**src/rtl/dac_spi_tx.sv**
```systemverilog
// -----------------------------------------------------------------------------
// dac_spi_tx
// SPI write master for a quad 12-bit DAC (LTC2624-class) on a shared SPI bus.
// Each accepted start sends one 32-bit command word {8'h00,cmd,addr,data,4'h0},
// MSB first. At the same time it shifts in the DAC's SDO echo of the previous
// word. The other devices on the bus are held deselected.
//
// Ports
//   clk, enable_n          : system clock, async active-low reset
//   start, cmd, addr, data : write request (sampled on the accept edge only)
//   spi_miso               : DAC SDO
//   busy, done, rx_word    : status, one-cycle completion pulse, SDO echo word
//   dac_cs, spi_sck,
//   spi_mosi, dac_clr      : DAC bus signals
//   amp_cs, sf_ce0,
//   fpga_init_b, spi_ss_b,
//   adc_conv               : constant deselects for the other bus devices
// -----------------------------------------------------------------------------
module dac_spi_tx #(
   parameter int SCK_HALF = 12
) (
   input  logic        clk,
   input  logic        enable_n,
   input  logic        start,
   input  logic [3:0]  cmd,
   input  logic [3:0]  addr,
   input  logic [11:0] data,
   input  logic        spi_miso,
   output logic        busy,
   output logic        done,
   output logic [31:0] rx_word,
   output logic        dac_cs,
   output logic        spi_sck,
   output logic        spi_mosi,
   output logic        dac_clr,
   output logic        amp_cs,
   output logic        sf_ce0,
   output logic        fpga_init_b,
   output logic        spi_ss_b,
   output logic        adc_conv
);

   localparam int DW = $clog2(SCK_HALF);

   localparam logic [2:0] S_CLR     = 3'd0;
   localparam logic [2:0] S_IDLE    = 3'd1;
   localparam logic [2:0] S_SETUP   = 3'd2;
   localparam logic [2:0] S_SHIFT_H = 3'd3;
   localparam logic [2:0] S_SHIFT_L = 3'd4;
   localparam logic [2:0] S_HOLD    = 3'd5;
   localparam logic [2:0] S_GAP     = 3'd6;

   logic [2:0]    r_state;
   logic [DW-1:0] r_div;
   logic [5:0]    r_bitcnt;
   logic [31:0]   r_tx_sr;
   logic [31:0]   r_rx_sr;
   logic [31:0]   r_rx_word;
   logic          r_hold_ph;
   logic          r_busy;
   logic          r_done;
   logic          r_cs;
   logic          r_sck;
   logic          r_clr_n;

   logic          w_tick;
   logic [31:0]   w_frame;

   assign w_tick  = (r_div == DW'(SCK_HALF - 1));
   assign w_frame = {8'h00, cmd, addr, data, 4'h0};

   // MOSI is the top of the transmit register; the register is cleared at the
   // end of a frame so the line idles low.
   assign spi_mosi    = r_tx_sr[31];
   assign busy        = r_busy;
   assign done        = r_done;
   assign rx_word     = r_rx_word;
   assign dac_cs      = r_cs;
   assign spi_sck     = r_sck;
   assign dac_clr     = r_clr_n;

   assign amp_cs      = 1'b1;
   assign sf_ce0      = 1'b1;
   assign fpga_init_b = 1'b1;
   assign spi_ss_b    = 1'b1;
   assign adc_conv    = 1'b0;

   always_ff @(posedge clk or negedge enable_n) begin
      if (!enable_n) begin
         r_state   <= S_CLR;
         r_div     <= '0;
         r_bitcnt  <= '0;
         r_tx_sr   <= '0;
         r_rx_sr   <= '0;
         r_rx_word <= '0;
         r_hold_ph <= 1'b0;
         r_busy    <= 1'b1;
         r_done    <= 1'b0;
         r_cs      <= 1'b1;
         r_sck     <= 1'b0;
         r_clr_n   <= 1'b0;
      end else begin
         r_done <= 1'b0;

         // Half-period divider free-runs in every state except IDLE, so the
         // first half-period of a frame starts cleanly at the accept edge.
         if (r_state == S_IDLE || w_tick) r_div <= '0;
         else                             r_div <= r_div + DW'(1);

         case (r_state)
            S_CLR: begin
               if (w_tick) begin
                  r_clr_n <= 1'b1;
                  r_busy  <= 1'b0;
                  r_state <= S_IDLE;
               end
            end
            S_IDLE: begin
               if (start) begin
                  r_tx_sr  <= w_frame;
                  r_cs     <= 1'b0;
                  r_busy   <= 1'b1;
                  r_bitcnt <= '0;
                  r_rx_sr  <= '0;
                  r_state  <= S_SETUP;
               end
            end
            S_SETUP: begin
               if (w_tick) begin
                  r_sck   <= 1'b1;
                  r_rx_sr <= {r_rx_sr[30:0], spi_miso};
                  r_state <= S_SHIFT_H;
               end
            end
            S_SHIFT_H: begin
               if (w_tick) begin
                  r_sck    <= 1'b0;
                  r_bitcnt <= r_bitcnt + 6'd1;
                  if (r_bitcnt == 6'd31) begin
                     r_hold_ph <= 1'b0;
                     r_state   <= S_HOLD;
                  end else begin
                     r_tx_sr <= {r_tx_sr[30:0], 1'b0};
                     r_state <= S_SHIFT_L;
                  end
               end
            end
            S_SHIFT_L: begin
               if (w_tick) begin
                  r_sck   <= 1'b1;
                  r_rx_sr <= {r_rx_sr[30:0], spi_miso};
                  r_state <= S_SHIFT_H;
               end
            end
            S_HOLD: begin
               // The last bit keeps its full low half-period, then CS stays
               // low one more half-period before the rising edge that makes
               // the DAC execute the command.
               if (w_tick) begin
                  if (!r_hold_ph) begin
                     r_hold_ph <= 1'b1;
                  end else begin
                     r_cs    <= 1'b1;
                     r_tx_sr <= '0;
                     r_state <= S_GAP;
                  end
               end
            end
            S_GAP: begin
               if (w_tick) begin
                  r_done    <= 1'b1;
                  r_rx_word <= r_rx_sr;
                  r_busy    <= 1'b0;
                  r_state   <= S_IDLE;
               end
            end
            default: begin
               r_state <= S_CLR;
               r_busy  <= 1'b1;
               r_clr_n <= 1'b0;
               r_cs    <= 1'b1;
               r_sck   <= 1'b0;
            end
         endcase
      end
   end

endmodule
```
**config.mk**
```make
export PLATFORM = sky130hd
export DESIGN_NAME = dac_spi_tx
export DESIGN_NICKNAME = d
export VERILOG_FILES = /design/src/rtl/dac_spi_tx.sv
export SDC_FILE = /design/constraint.sdc
export NUM_CORES = 1
export LEC_CHECK = 0
export CORE_MARGIN = 5
export CORE_UTILIZATION = 55
export DETAILED_ROUTE_END_ITERATION = 16
export GPL_ROUTABILITY_DRIVEN = 0
export PLACE_DENSITY = 0.9
export RECOVER_POWER = 50
export SLEW_MARGIN = 20
export SYNTH_ARGS = -nofsm -noshare
export SYNTH_HDL_FRONTEND = slang
export SYNTH_SLANG_ARGS = --single-unit
export TNS_END_PERCENT = 20
```
**constraint.sdc**
```tcl
create_clock -name clk -period 3.2 [get_ports clk]
set_clock_uncertainty 0.05 [all_clocks]
set_input_delay 0.64 -clock clk [delete_from_list [all_inputs] [get_ports clk]]
set_output_delay 0.64 -clock clk [all_outputs]
set_load 0.1 [all_outputs]
```
# [After elaboration in Yosys (flattened, before gate mapping)]
# Cells that the tools add are included.
[totals] reg_bits=115 inputBits=24 output_inout_bits=43 word_cells=93
[op_classes] n_addsub=2 eq_ne=17 bitwise=4 muxes=36 reduce_logical=22
[op_table] cell="$mux 32" n=7
[op_table] cell="$pmux 32 s3" n=1
[op_table] cell="$pmux 32 s2" n=1
[op_table] cell="$mux 3" n=6
[op_table] cell="$pmux 3 s5" n=1
[op_table] cell="$ne 2x2->1 const B" n=7
[op_table] cell="$mux 6" n=2
[op_table] cell="$pmux 6 s2" n=1
[op_table] cell="$reduce_and 3->1" n=4
[op_table] cell="$reduce_and 6->1" n=2
[op_table] cell="$mux 1" n=11
[op_table] cell="$eq 3x3->1 const B" n=3
[op_table] cell="$pmux 1 s3" n=3
[op_table] cell="$reduce_and 4->1" n=2
[op_table] cell="$reduce_or 4->1" n=2
[op_table] cell="$add 6x1->6 const B" n=1
[op_table] cell="$eq 3x2->1 const B" n=2
[op_table] cell="$eq 6x5->1 const B" n=1
[op_table] cell="$reduce_bool 2->1" n=3
[op_table] cell="$reduce_or 6->1" n=1
[op_table] cell="$reduce_or 5->1" n=1
[op_table] cell="$add 4x1->4 const B" n=1
[op_table] cell="$eq 4x4->1 const B" n=1
[op_table] cell="$mux 4" n=1
[op_table] cell="other kinds (9)" n=16

# [Depth between registers and ports, before layout]
[depth] ltp_word=4 depth_mapped=7 mapped_depth_nobuf=5

# [Worst setup path after synthesis]
# Ideal clock, no wire load.
[synth_timing] path_type="reg-to-reg" start="reg r_div[0]" end="reg r_tx_sr[23]" stages_incl_launch_ff=7 t_arrival_ns=1.929 synth_period_minus_slack_ns=2.106 setup_slack_ns=1.094 path_buffers=1 setup_ns=0.127 t_required_ns=3.023 cell_sequence="dfrtp_1 > ha_1 > and3b_1 > a32o_1 > o21ai_4 > buf_6 > mux2_1"
[synth_via] elab_chain_len=3 elab_cells_between_ends=4 cone_classes="eq/ne (3); reduce/logical (1)"
[synth_rtl] element="start, declared" line_no="54" source="logic [DW-1:0] r_div;"
[synth_rtl] element="start signal, assigned" line_no="108" source="else r_div <= r_div + DW'(1);"
[synth_rtl] element="$eq 4x4->1 *" line_no="69" source="assign w_tick = (r_div == DW'(SCK_HALF - 1));"
[synth_rtl] element="$ne 2x2->1 (no source line)"
[synth_rtl] element="$reduce_and 6->1 (no source line) *"
[synth_rtl] element="end signal, assigned" line_no="120" source="r_tx_sr <= w_frame;"
[synth_rtl] element="end signal, assigned" line_no="143" source="r_tx_sr <= {r_tx_sr[30:0], 1'b0};"
[synth_rtl] element="end, declared" line_no="56" source="logic [31:0] r_tx_sr;"
# Every way passes the cells marked *; elsewhere a longest branch is shown, timed or not.
# A chain may end at the register's enable or synchronous reset.

# [Final worst setup path]
[layout_timing] start="reg r_div[0]" end="reg r_rx_word[29], in the netlist rx_word[29]"
[layout_via] elab_chain_len=2
[layout_rtl] element="$eq 4x4->1" line_no="69"
[layout_rtl] element="$reduce_and 2->1 (no source line)"
[layout_rtl] element="end signal, assigned" line_no="172" source="r_rx_word <= r_rx_sr;"
[layout_rtl] element="end, declared" line_no="58" source="logic [31:0] r_rx_word;"
# No other way between the ends.

==> flow_summary.yaml <==
yosys:
  yosys.cell_count.top_type: "nand2_1"
  ys_types: 45
  synth_edf_count: 0
  ys.flop_type: "dfrtp_1"
  synth_cells: 456
  synthTopCellsByArea: "dfrtp_1 (55%), mux2_2 (9.0%), nand2_1 (8.3%), o21ai_0 (4.4%), a32oi_1 (3.3%)"
  synth_top_family_by_area: "compound AO/OA/AOI/OAI gates"
  synth_adder_area_share: 0.00752
  yosysWarnings: 0
  synth_xor_area_frac: 0.0123
  synth_top_area_cell: "dfrtp_1"
  syn_area_sq_um: 4990
  synth_top_cell_area_share: 0.547
  ys_seq_elements: 111
  synth.cells.most_frequent: "nand2_1 (111), dfrtp_1 (109), o21ai_0 (44), mux2_2 (40), a32oi_1 (19)"
  yosysSeqAreaShare: 0.557
  muxShareOfSynthArea: 0.125
  synth.avg_cell_area_sq_um: 10.9
  synth_compound_area_frac: 0.131
  synthSimpleGateAreaFrac: 0.123
  async_flop_share: 1.00
critical_path:
  rr_worst_depth: 6
  crit_arrival_ps: 2650
  reg2reg_to: "rx_word[29]"
  reg2reg_slack_ps: 750
  worstPathRequired_ps: 3390
  start_kind: "flop"
  r2r_start: "r_div[0]"
  cp_max_fo: 33
  crit_type: "reg2reg"
  end_kind: "flop"
power:
  total_power_mw: 4.67
  p_clk_frac: 0.173
  combinationalPowerShare: 0.358
  p_leak_nw: 2.70
  p_sw_frac: 0.411
  intPower_mw: 2.75
  seq_power_share: 0.469
  max-vdd-ir-drop_v: 0.000405
  p_switching_mw: 1.92
  power_per_cell_area_nw_per_um2: 820
timing:
  worst_hold_slack_ps: 332
  period_share: 0.766
  tns_ps: 0
  setup_viol: 0
  rsz0062_at_grt: "no"
  maxSlewViolCount: 0
  max_slew_margin: 0.219
  max_freq_ghz: 0.408
  fin_crit_ps: 2450
  timing.final.ws_setup_ps: 747
  hold_viol: 0
  worst_slew_pin_slew_ps: 1180
global_routing:
  grt_pass1_vias: 3530
  overflow: 0
  grt.total_usage: 0.176
  grt_pass1_wl_um: 16500
  grt_max_degree: 112
  antenna_found_initial: 0
die:
  start_util: 0.570
  rows: 34
  io-pin-count: 67
  core_area_sq_um: 8760
  die_area_sq_um: 11100
  die_h_um: 105
  die_w_um: 105
place:
  dpl_worst_slack_ps: 636
  place_area_sq_um: 5570
  portBuffers: 61
  place_inst: 606
  dpl.hpwl_um: 6430
cts:
  cts_resized: 0
  cts_buffer_depth: 2
  numClockSinks: 111
  clock_latency_ps: 360
  cts-buffers-inserted: 9
  cts_tree: "done"
  hold_buffers: 0
  postCtsSetupBuffers: 0
  root_buffer: "clkbuf_8"
  htree_num_levels: 3
  clk_pin_slew_worst_paths_ps: 110
routing:
  firstDrtPassIters: 5
  routed_via_density: 5.67
  wirelength_um: 9520
  wl_per_cell_um: 15.3
  drt-initial-drc-count: 262
  drcViolationCount: 0
  via_count: 3526
  drtAntennaViolNets: 0
layout:
  nets: 536
  instances_no_fill: 622
  drive_gt1_frac: 0.202
  final_util: 0.650
  post-route-cell-area_sq_um: 5700
  area_growth_pct: 14.1
  antenna_cells: 0
status:
  outcome: "finished, final reports clean"
flow_run:
  maxCapViolCount: 0
min_path:
  hold_path.class: "in2async"
-- how the worst max path moves through the flow --
stage | depth (start not counted) | endpoint | start | slack [ps]
after floorplan | 6 | r_tx_sr[23] | r_div[0] | 1090
after global placement | 5 | r_tx_sr[7] | start | 700
after detailed placement | 5 | r_tx_sr[12] | start | 640
after CTS | 6 | r_tx_sr[12] | r_div[0] | 750
after global routing | 6 | rx_word[29] | r_div[0] | 600
final | 6 | rx_word[29] | r_div[0] | 750
-- area by class of cell --
type | instances | area, sq um
fillers | 660 | 3070
flip-flops and latches | 111 | 2780
multi-input cells | 308 | 2020
repair buffers | 72 | 537
clock buffers | 10 | 138
well taps | 108 | 135
clock inverters | 6 | 60.1
inverters | 7 | 26.3
-- placed cells by master, fill, tap and decap left out, types with 9 or more instances in the layout --
master,synthesis,layout
a22o_1,9,9
a32oi_1,19,19
buf_4,9,30
clkbuf_1,16,19
clkbuf_8,0,10
clkdlybuf4s50_1,0,22
dfrtp_1,109,109
mux2_2,40,40
mux2_4,10,10
nand2_1,111,111
nor2_1,12,12
o21ai_0,44,44
-- power by group through the flow --
stage	combinational (mW)	clock, mW	sequential [mW]
after CTS	1.70	0.837	2.18
final	1.67	0.810	2.19
after global placement	1.61	0	2.17
after floorplan	1.00	0	2.45
after detailed placement	1.70	0	2.20
after global routing	1.84	0.893	2.25
-- logic make-up after synthesis --
family | count (synthesis)
fa+ha+maj | 3
mux | 52
other cells | 2
flops | 111
simple gates | 144
xor+xnor | 7
buf+inv | 40
compound gates | 97
-- critical path: stages (launching register included) --
cell and delay (ps):
dfrtp_1 400, ha_1 290, and3b_1 450, nand2_1 180
nor3_4 180, buf_4 400, mux2_2 390
-- registers in the layout, indices dropped and copies added (netlist names) --
| signal | flops |
|---|---|
| busy | 1 |
| dac_clr | 1 |
| dac_cs | 1 |
| done | 1 |
| r_bitcnt | 6 |
| r_div | 4 |
| r_hold_ph | 1 |
| r_rx_sr | 32 |
| r_state | 3 |
| r_tx_sr | 28 |
| rx_word | 32 |
| spi_sck | 1 |
-- per-layer routing --
| layer | GRT usage | up-vias | part of all wire |
|---|---|---|---|
| li1 | - | 1680 | - |
| met4 | 0.0402 | 0 | 0.010 |
| met2 | 0.292 | 122 | 0.50 |
| met5 | 0 | - | 0 |
| met1 | 0.239 | 1714 | 0.43 |
| met3 | 0.0397 | 10 | 0.066 |
Power figures use the tool's default switching activity.
